File: src/rtl/adder_share_ctrl.sv
// Arbitrates N requesters onto one 32-bit carry-lookahead adder; 64-bit ops take two passes.
// Optional subtract support is enabled by defining ALU_SUB_EN.
module adder_share_ctrl #(
  parameter int N   = 4,
  parameter int IDW = 2
) (
  input  logic             clk,
  input  logic             rst_n,
  input  logic [N-1:0]     req_valid,
  output logic [N-1:0]     req_ready,
  input  logic [N-1:0]     req_wide,
  input  logic [N-1:0]     req_sub,
  input  logic [64*N-1:0]  req_a,
  input  logic [64*N-1:0]  req_b,
  output logic             resp_valid,
  input  logic             resp_ready,
  output logic [IDW-1:0]   resp_id,
  output logic [63:0]      resp_sum,
  output logic             resp_carry
);

`ifdef ALU_SUB_EN
  localparam logic SUB_EN = 1'b1;
`else
  localparam logic SUB_EN = 1'b0;
`endif

  typedef enum logic [1:0] {IDLE, LO, HI, RESP} state_t;

  state_t         state_q, state_d;
  logic [IDW-1:0] rr_ptr_q, rr_ptr_d;
  logic [IDW-1:0] id_q, id_d;
  logic [63:0]    a_lat_q, a_lat_d, b_lat_q, b_lat_d;
  logic           wide_q, wide_d, sub_q, sub_d;
  logic [63:0]    resp_sum_q, resp_sum_d;
  logic           resp_carry_q, resp_carry_d;
  logic           carry_reg_q, carry_reg_d;

  logic [N-1:0]   hi_mask, sel_vec;
  logic           grant_valid;
  logic [IDW-1:0] grant_idx;
  logic [63:0]    a_sel, b_sel;
  logic           wide_sel, sub_sel, sub_eff;

  logic [31:0]    add_a, add_b, add_s, bit_g, bit_p, bit_c;
  logic           add_c0, add_co;
  logic [8:0]     grp_c;

  genvar gi;

  // Requesters at or above the pointer win first; otherwise wrap to the lowest index.
  for (gi = 0; gi < N; gi++) begin : g_mask
    assign hi_mask[gi] = req_valid[gi] & (gi >= int'(rr_ptr_q));
  end

  assign grant_valid = |req_valid;

  always_comb begin
    sel_vec   = (hi_mask != '0) ? hi_mask : req_valid;
    grant_idx = '0;
    a_sel     = '0;
    b_sel     = '0;
    wide_sel  = 1'b0;
    sub_sel   = 1'b0;
    for (int k = N - 1; k >= 0; k--) begin
      if (sel_vec[k]) begin
        grant_idx = IDW'(k);
        a_sel     = req_a[64*k +: 64];
        b_sel     = req_b[64*k +: 64];
        wide_sel  = req_wide[k];
        sub_sel   = req_sub[k];
      end
    end
  end

  assign sub_eff = sub_q & SUB_EN;

  always_comb begin
    add_a  = a_lat_q[31:0];
    add_b  = b_lat_q[31:0] ^ {32{sub_eff}};
    add_c0 = sub_eff;
    if (state_q == HI) begin
      add_a  = a_lat_q[63:32];
      add_b  = b_lat_q[63:32] ^ {32{sub_eff}};
      add_c0 = carry_reg_q;
    end
  end

  // Shared adder: 4-bit lookahead groups chained on group generate/propagate.
  assign bit_g    = add_a & add_b;
  assign bit_p    = add_a ^ add_b;
  assign grp_c[0] = add_c0;

  for (gi = 0; gi < 8; gi++) begin : g_cla
    localparam int B = 4 * gi;
    assign bit_c[B]   = grp_c[gi];
    assign bit_c[B+1] = bit_g[B] | (bit_p[B] & grp_c[gi]);
    assign bit_c[B+2] = bit_g[B+1] | (bit_p[B+1] & bit_g[B])
                      | (bit_p[B+1] & bit_p[B] & grp_c[gi]);
    assign bit_c[B+3] = bit_g[B+2] | (bit_p[B+2] & bit_g[B+1])
                      | (bit_p[B+2] & bit_p[B+1] & bit_g[B])
                      | (bit_p[B+2] & bit_p[B+1] & bit_p[B] & grp_c[gi]);
    assign grp_c[gi+1] = bit_g[B+3] | (bit_p[B+3] & bit_g[B+2])
                       | (bit_p[B+3] & bit_p[B+2] & bit_g[B+1])
                       | (bit_p[B+3] & bit_p[B+2] & bit_p[B+1] & bit_g[B])
                       | (bit_p[B+3] & bit_p[B+2] & bit_p[B+1] & bit_p[B] & grp_c[gi]);
  end

  assign add_s  = bit_p ^ bit_c;
  assign add_co = grp_c[8];

  always_comb begin
    state_d      = state_q;
    rr_ptr_d     = rr_ptr_q;
    id_d         = id_q;
    a_lat_d      = a_lat_q;
    b_lat_d      = b_lat_q;
    wide_d       = wide_q;
    sub_d        = sub_q;
    resp_sum_d   = resp_sum_q;
    resp_carry_d = resp_carry_q;
    carry_reg_d  = carry_reg_q;
    req_ready    = '0;
    case (state_q)
      IDLE: begin
        if (grant_valid) begin
          req_ready = N'(1) << grant_idx;
          id_d      = grant_idx;
          a_lat_d   = a_sel;
          b_lat_d   = b_sel;
          wide_d    = wide_sel;
          sub_d     = sub_sel;
          state_d   = LO;
        end
      end
      LO: begin
        resp_sum_d[31:0] = add_s;
        carry_reg_d      = add_co;
        if (wide_q) begin
          state_d = HI;
        end else begin
          resp_sum_d[63:32] = '0;
          resp_carry_d      = add_co;
          state_d           = RESP;
        end
      end
      HI: begin
        resp_sum_d[63:32] = add_s;
        resp_carry_d      = add_co;
        state_d           = RESP;
      end
      RESP: begin
        if (resp_ready) begin
          rr_ptr_d = (id_q == IDW'(N - 1)) ? '0 : id_q + 1'b1;
          state_d  = IDLE;
        end
      end
      default: state_d = IDLE;
    endcase
  end

  always_ff @(posedge clk) begin
    if (!rst_n) begin
      state_q      <= IDLE;
      rr_ptr_q     <= '0;
      id_q         <= '0;
      a_lat_q      <= '0;
      b_lat_q      <= '0;
      wide_q       <= 1'b0;
      sub_q        <= 1'b0;
      resp_sum_q   <= '0;
      resp_carry_q <= 1'b0;
      carry_reg_q  <= 1'b0;
    end else begin
      state_q      <= state_d;
      rr_ptr_q     <= rr_ptr_d;
      id_q         <= id_d;
      a_lat_q      <= a_lat_d;
      b_lat_q      <= b_lat_d;
      wide_q       <= wide_d;
      sub_q        <= sub_d;
      resp_sum_q   <= resp_sum_d;
      resp_carry_q <= resp_carry_d;
      carry_reg_q  <= carry_reg_d;
    end
  end

  assign resp_valid = (state_q == RESP);
  assign resp_id    = id_q;
  assign resp_sum   = resp_sum_q;
  assign resp_carry = resp_carry_q;

endmodule

File: config.mk
export PLATFORM = sky130hd
export DESIGN_NAME = adder_share_ctrl
export DESIGN_NICKNAME = d
export VERILOG_FILES = /design/src/rtl/adder_share_ctrl.sv
export SDC_FILE = /design/constraint.sdc
export NUM_CORES = 1
export LEC_CHECK = 0
export CAP_MARGIN = 20
export CORE_AREA = 2 2 235 237
export CTS_BUF_LIST = sky130_fd_sc_hd__clkbuf_8
export DETAILED_ROUTE_END_ITERATION = 12
export DIE_AREA = 0 0 237 239
export RECOVER_POWER = 100
export SLEW_MARGIN = 15
export SYNTH_ARGS = -nofsm -noshare
export SYNTH_HDL_FRONTEND = slang
export SYNTH_SLANG_ARGS = --single-unit
export TNS_END_PERCENT = 100
File: constraint.sdc
create_clock -name clk -period 12.1 [get_ports clk]
set_input_delay 2.42 -clock clk [delete_from_list [all_inputs] [get_ports clk]]
set_output_delay 2.42 -clock clk [all_outputs]
set_load 0.05 [all_outputs]
==> Word level (Yosys, flattened, before mapping) <==
Cells that the tools add are included.
{ "totals": {"register_bits": 201, "out_inout_bits": 72, "word_cells": 275} }
{ "op_classes": {"add_sub_neg": 1, "order_cmp": 3, "n_eq_ne": 7, "n_shift": 1, "n_mux": 31, "bitwise": 214, "n_reduce_logical": 8} }
{ "ops": {"columns": ["operator", "n"], "rows": [
  ["$mux 64", 8],
  ["$and 1x1->1", 131],
  ["$mux 32", 3],
  ["$or 1x1->1", 80],
  ["$pmux 32 s2", 1],
  ["$xor 32x32->32", 2],
  ["$and 32x32->32", 1],
  ["$mux 2", 7],
  ["$mux 4", 2],
  ["$pmux 2 s4", 1],
  ["$reduce_and 2->1", 4],
  ["$mux 1", 7],
  ["$eq 2x2->1 const B", 3],
  ["$ge 1x2->1 const A", 2],
  ["$ne 2x2->1 const B", 2],
  ["$reduce_bool 4->1", 1],
  ["$reduce_or 4->1", 1],
  ["$shl 1x2->4 const A", 1],
  ["$mux 3", 1],
  ["$add 2x1->2 const B", 1],
  ["$eq 2x1->1 const B", 1],
  ["$ge 2x2->1 const A", 1],
  ["$logic_not 2->1", 1],
  ["$ne 2x1->1 const B", 1],
  ["other kinds (2)", 2]
]} }

==> Logic depth before layout (Yosys ltp) <==
Gate-level depths: netlist of run 1.
{ "logic_depth": {"depth_word": 24, "ltp_mapped": 17, "depth_no_buf": 15} }

==> Worst setup path before layout of run 1 <==
No wires, ideal clock.
{ "synth_path": {"path_type": "input -> output", "start": "input port req_valid[2]", "end": "output port req_ready[3]", "arrival_time_ns": 4.978, "required_ns": 9.680, "slack_ns": 4.702, "cell_stages": 8, "path_buffers": 3, "path_cell_list": "nand2b_1 -> a21oi_1 -> o22ai_1 -> and2_1 -> buf_2 -> buf_2 -> buf_2 -> nor4b_1"} }
{ "synth_via": {"elab_chain_len": 9} }
{ "synth_rtl": {"columns": ["element", "line_no", "text"], "rows": [
  ["start, declared", "9", "input logic [N-1:0] req_valid,"],
  ["$and 1x1->1", "53", "assign hi_mask[gi] = req_valid[gi] & (gi >= int'(rr_ptr_q));"],
  ["$reduce_bool 4->1", "59", "sel_vec = (hi_mask != '0) ? hi_mask : req_valid;"],
  ["$mux 3", "59", null],
  ["$mux 2 (3 in a row)", "66", "if (sel_vec[k]) begin"],
  ["$shl 1x2->4", "127", "req_ready = N'(1) << grant_idx;"],
  ["$mux 4 (*)", "126", "if (grant_valid) begin"],
  ["$mux 4 (*)", "124", "case (state_q)"],
  ["end, declared", "10", "output logic [N-1:0] req_ready,"]
]} }
Every way passes the cells marked *; elsewhere a longest branch is shown, timed or not.

==> Final worst setup path of run 1 <==
{ "layout_path": {"start": "input port req_valid[2]", "end": "register b_lat_q[42]"} }
{ "layout_via": {"elab_chain_len": 6} }
{ "layout_rtl": {"columns": ["element", "line_no", "text"], "rows": [
  ["$and 1x1->1", "53", null],
  ["$reduce_bool 4->1", "59", null],
  ["$mux 3", "59", null],
  ["$mux 64 (3 in a row)", "66", null],
  ["end signal, assigned", "179", "b_lat_q <= b_lat_d;"],
  ["end, declared", "33", "logic [63:0] a_lat_q, a_lat_d, b_lat_q, b_lat_d;"]
]} }
Several ways; a longest one is shown, not always the timed one.
A chain may end at the register's enable or synchronous reset.

==> results.cfg, run 1 <==
[critical_path]
crit_path_end_kind = flip-flop
r2r_cells = 14
startpoint_type = input pin
critPathMaxFanout = 100
path_cells = dlygate4sd3_1 > nor4_1 > nor2b_4 > buf_4 > clkbuf_1 > o311ai_0 > o211a_1
crit_arrival_ns = 8.65
rr_startpoint = state_q[0]$_SDFFE_PN0P_
cpMaxStageDelayCell = clkbuf_1
path_class = input pin to flip-flop
worstReg2RegEnd = resp_sum[60]$_SDFFE_PN0P_
slowest_delay_ns = 2.94
r2r_setup_slack_ns = 4.88
required_ns = 12.54

[pwr]
ir_worst_vdd_uv = 97.3
power.density_nw_per_um2 = 203
cellLeakagePower_nw = 8.47

[global_routing]
grt_most_used_layer = met2
grt-ovfl-total = 0
grt_usage_pct = 20.8
gr-usage-met2_pct = 36.8
grt_pass1_wl_um = 88100
antenna_found_initial = 9
grt_max_degree = 117
grtUsageMet1_pct = 24.4
grtUsageMet3_pct = 4.13
first_global_vias = 14100

[clocking]
ctsHoldBuffers = 0
tritoncts = built
cts.htree.levels = 2
clkSlewWorstSetupHoldPaths_ns = 0.05
numCtsBuffers = 38
post_cts_buffers = 0
clkLatencyLatePin_ns = 0.57
post_cts_resize_count = 0
clk_path_buf_depth = 3
cts_sinks = 201
cts-root-buf = clkbuf_8

[sta]
maxSlewHeadroom_pct = -229
setup_viol = 0
final_max_slew_viol_count = 431
whs_ns = 0.465
period_share_pct = 67.9
fin_crit_ns = 8.21
setup_tns_ns = 0
skew_ns = 0.0303
tightestPinTransition_ns = 4.93
rsz0062_at_grt = false
hold_violations = 0
max_freq_ghz = 0.122

[routing]
post_drt_wl_per_cell_um = 22.7
drtPass1Iterations = 7
totalWireLength_um = 61300
drt-initial-drc-count = 717
antenna_left = 0
vias = 14200
drt-vias-per-instance = 5.24
drc = 0

[logic_synthesis]
ys_ff_latch = 201
synthAdderAreaFrac_pct = 4.85
synth-edff-count = 0
synth_cells = 1475
synth_xor_area_share_pct = 1.30
syn_nets = 2047
yosys_warnings = 0
yosysSeqAreaShare_pct = 31.4
synth-simple-area-share_pct = 15.7
syn_avg_cell_area_um2 = 8.70
ys_async_sr_fraction_pct = 0
synthFlopType = dfxtp_1
synthMuxAreaShare_pct = 6.93
synth_compound_area_share_pct = 34.4
synth.distinct_cells = 68
synth_top_family_by_area = compound AO/OA/AOI/OAI gates
synth_area_um2 = 12800

[floorplan]
initial_core_util_pct = 23.6
die_y_um = 239
top_level_ports = 599
die_w_um = 237
coreArea_um2 = 54300
fp-row-count = 86
dieArea_um2 = 56600

[min_path]
whs_endpoint = resp_sum[61]$_SDFFE_PN0P_
hp-class = flip-flop to flip-flop
hold_start = resp_sum[61]$_SDFFE_PN0P_
holdPathStages = 2

[final_layout]
drive_gt1_share_pct = 7.38
fin_nets = 2538
layout_commonest_cell = clkdlybuf4s50_1
mostFrequentLayoutCells = clkdlybuf4s50_1, dfxtp_1, nand2_1
nFillCells = 5520
fin_area_um2 = 19900
area_growth_pct = 55.1

[status]
violations = capacitance limit, slew limit
status = complete, but fails checks

[place]
placed_cell_area_um2 = 19200
gp_congestion = 0.851
dp_hpwl_um = 48100
numPortBuffers = 594

[job]
maxCapViolations = 6
==> registers in the layout, indices dropped and copies added, names as in the netlist <==
| signal | count |
|---|---|
| resp_sum | 64 |
| resp_id | 2 |
| carry_reg_q | 1 |
| wide_q | 1 |
| rr_ptr_q | 2 |
| a_lat_q | 64 |
| state_q | 2 |
| b_lat_q | 64 |
| resp_carry | 1 |
==> kinds of logic (layout without fill, tap and decap cells) <==
| family | Yosys count | after routing |
|---|---|---|
| simple gates | 449 | 449 |
| xor+xnor | 19 | 19 |
| mux | 81 | 81 |
| fa+ha+maj | 45 | 45 |
| other cells | 0 | 9 |
| flops | 201 | 201 |
| compound gates | 506 | 506 |
| buf+inv | 174 | 691 |
==> per-stage QoR <==
stage	power (mW)	cells	util [%]	setup slack (ns)
global placement	3.44	2630	35.3	4.57
global route	4.32	2701	36.6	3.38
CTS	4.18	2696	36.7	4.54
detailed placement	3.49	2630	35.3	4.54
floorplan	2.49	1475	-	4.70
finish	4.05	2705	36.6	3.89
==> synth_stat cells, types with 7 or more instances <==
| library cell | number | share of area (%) |
|---|---|---|
| dfxtp_1 | 201 | 31 |
| nand2_1 | 171 | 5.0 |
| nor2_1 | 146 | 4.3 |
| o211a_1 | 136 | 11 |
| a221oi_1 | 129 | 8.8 |
| clkbuf_1 | 111 | 3.2 |
| o311ai_1 | 103 | 7.0 |
| mux2_2 | 63 | 5.5 |
| buf_2 | 42 | 1.6 |
| ha_1 | 37 | 3.6 |
| nor2b_1 | 37 | 1.8 |
| a21oi_1 | 30 | 1.2 |
| nand3_1 | 28 | 1.1 |
| o311ai_0 | 28 | 1.9 |
| mux2i_1 | 18 | 1.4 |
| nor3_1 | 17 | 0.66 |
| xnor2_1 | 15 | 1.0 |
| inv_1 | 14 | 0.41 |
| o21ai_0 | 13 | 0.51 |
| a21boi_0 | 10 | 0.58 |
| nand3b_1 | 9 | 0.53 |
| fa_1 | 8 | 1.2 |
| a22oi_1 | 7 | 0.41 |
| nand4_1 | 7 | 0.34 |
==> per-layer routing <==
layer	wire length, um	share of wire, %	vias up
li1	-	-	6728
met1	25000	41	6768
met2	30200	49	591
met3	3860	6.3	82
met4	2300	3.8	0
met5	0	0	-
==> how the worst max path moves through the flow <==
stage / slack, ns / endpoint / cells after the start / from
CTS: 4.54 / req_ready[2] / 8 / req_valid[2]
global placement: 4.57 / req_ready[2] / 8 / req_valid[2]
finish: 3.89 / b_lat_q[42]$_SDFFE_PN0P_ / 7 / req_valid[2]
global route: 3.38 / b_lat_q[42]$_SDFFE_PN0P_ / 7 / req_valid[2]
floorplan: 4.70 / req_ready[3] / 8 / req_valid[2]
detailed placement: 4.54 / req_ready[2] / 8 / req_valid[2]
==> cell type report <==
| class | instances | area [um^2] | share of cell area (%) |
|---|---|---|---|
| Antenna cell | 9 | 22.5 | 0.113 |
| Clock buffer | 50 | 688 | 3.46 |
| Clock inverter | 16 | 67.6 | 0.339 |
| Inverter | 14 | 52.6 | 0.264 |
| Multi-Input combinational cell | 1100 | 8120 | 40.8 |
| Sequential cell | 201 | 4020 | 20.2 |
| Tap cell | 704 | 881 | 4.42 |
| Timing Repair Buffer | 611 | 6050 | 30.4 |
==> power breakdown <==
group          switching [mW]  internal [mW]  total, mW
Combinational            1.41          0.873       2.28
Clock                   0.297          0.368      0.665
Sequential              0.179          0.922       1.10
Total                    1.89           2.16       4.05
==> critical path, delay by kind of cell <==
kind                   cells  cell delay, ns
and+or+nand+nor            2            0.42
AOI/OAI and AO/OA          2            1.39
buffers and inverters      3            4.34
(Power assumes the default switching activity.)
==> run 2, diff against run 1 <==
--- a/config.mk
+++ b/config.mk
@@ -6,10 +6,10 @@
 export NUM_CORES = 1
 export LEC_CHECK = 0
 export CAP_MARGIN = 20
-export CORE_AREA = 2 2 235 237
+export CORE_AREA = 2 2 236 238
 export CTS_BUF_LIST = sky130_fd_sc_hd__clkbuf_8
 export DETAILED_ROUTE_END_ITERATION = 12
-export DIE_AREA = 0 0 237 239
+export DIE_AREA = 0 0 238 240
 export RECOVER_POWER = 100
 export SLEW_MARGIN = 15
 export SYNTH_ARGS = -nofsm -noshare
==> constraint.sdc (replaced) <==
create_clock -name clk -period 8.4 [get_ports clk]
set_input_delay 1.68 -clock clk [delete_from_list [all_inputs] [get_ports clk]]
set_output_delay 1.68 -clock clk [all_outputs]
set_load 0.05 [all_outputs]
==> results.cfg, run 2 (synthesis gave the netlist of run 1 again) <==
[floorplan]
die_y_um = 240
top_level_ports = 599
fp-row-count = 86
die_w_um = 238
coreArea_um2 = 54700
initial_core_util_pct = 23.5
dieArea_um2 = 57100

[place]
dp_slack_ns = 2.25
gp_congestion = 0.882
numPortBuffers = 594
dp.cells = 2631
dp_hpwl_um = 48400

[routing]
dr.max_layer_used = met5
drt-initial-drc-count = 715
antenna_left = 0
post_drt_wl_per_cell_um = 22.8
dr_wl_met3_um = 3890
totalWireLength_um = 61400
drc = 0
wl_met1_um = 24400
routed-wl-met2_um = 31200
drt-vias-per-instance = 5.24
drtPass1Iterations = 5
vias = 14100

[clocking]
numCtsBuffers = 37
post_cts_buffers = 0
cts_sinks = 201
clkLatencyLatePin_ns = 0.58
cts.htree.levels = 2
ctsHoldBuffers = 0
cts-root-buf = clkbuf_8
clk_path_buf_depth = 3
clkSlewWorstSetupHoldPaths_ns = 0.06
tritoncts = built
post_cts_resize_count = 0

[sta]
fin_crit_ns = 6.84
rsz0062_at_grt = false
period_share_pct = 81.5
final_max_slew_viol_count = 459
setup_tns_ns = 0
setup_viol = 0
layout_setup_ws_ns = 1.56
max_freq_ghz = 0.146
skew_ns = 0.0320
tightestPinTransition_ns = 3.90
whs_ns = 0.467
maxSlewHeadroom_pct = -160
hold_violations = 0

[global_routing]
grt-ovfl-total = 0
grt_usage_pct = 20.5
first_global_vias = 14200
grt_max_degree = 130
grt_pass1_wl_um = 87600
antenna_found_initial = 5

[final_layout]
drive_gt1_share_pct = 6.86
fin_nets = 2538
stdcell_count = 2692
area_growth_pct = 54.6
final_core_util_pct = 36.3
mostFrequentLayoutCells = clkdlybuf4s50_1, dfxtp_1, nand2_1
layout_commonest_cell = clkdlybuf4s50_1

[min_path]
hp-class = flip-flop to flip-flop
hold_start = resp_sum[61]$_SDFFE_PN0P_

[pwr]
power_frac_clock_pct = 15.2
swShare_pct = 46.7
power.density_nw_per_um2 = 289
p_seq_share_pct = 27.5
intPower_mw = 3.06
p_switching_mw = 2.68
combinationalPowerShare_pct = 57.4
ir_worst_vdd_uv = 135
cellLeakagePower_nw = 8.43

[critical_path]
path_class = input pin to flip-flop
crit_arrival_ns = 7.28
startpoint_type = input pin
cp-startpoint = req_valid[2]
required_ns = 8.84
critPathMaxFanout = 108
rr_startpoint = state_q[0]$_SDFFE_PN0P_
crit_path_end_kind = flip-flop

[status]
status = complete, but fails checks
violations = capacitance limit, slew limit

[job]
maxCapViolations = 6
run 2: power groups by stage:
stage          clock network [mW]  registers, mW  logic, mW
2_1_floorplan                   0           1.81       1.78
3_3_place_gp                    0           1.61       3.36
3_5_place_dp                    0           1.62       3.42
4_1_cts                     0.912           1.61       3.44
5_1_grt                     0.952           1.63       3.57
6_report                    0.871           1.58       3.30
run 2: worst paths after layout:
check	slack (ns)	depth (start not counted)	to
setup / recovery	1.56	9	b_lat_q[49]$_SDFFE_PN0P_
setup reg to reg	1.93	14	resp_sum[60]$_SDFFE_PN0P_
hold / removal	0.47	2	resp_sum[61]$_SDFFE_PN0P_
hold reg to reg	0.47	2	resp_sum[61]$_SDFFE_PN0P_
run 2: layer usage:
metal  vias up  GRT usage [%]
met1      6764           23.1
met4         4           6.95
li1       6718              -
met5         -              0
met2       548           38.6
met3        84           3.94
run 2: worst max-delay path: stages:
cell	delay, ns
dlygate4sd3_1	0.66
nor2_1	0.19
a21oi_1	0.06
o22ai_1	0.10
and2_0	0.84
clkbuf_1	1.96
buf_4	0.96
o311ai_0	0.48
o211a_1	0.25
run 2: metrics by stage:
stage | total power, mW | instance area (um^2)
floorplan | 3.59 | 12800
global placement | 4.97 | 19200
detailed placement | 5.05 | 19200
CTS | 5.96 | 19900
global route | 6.16 | 19800
finish | 5.74 | 19800
run 2: cell type report:
class / count / area, um^2
inverter: 14 / 52.6
tap: 704 / 881
sequential: 201 / 4020
fill: 5597 / 34800
multi-input combinational: 1100 / 8140
timing repair buffer: 612 / 6090
clock inverter: 16 / 93.8
clock buffer: 40 / 551
antenna: 5 / 12.5
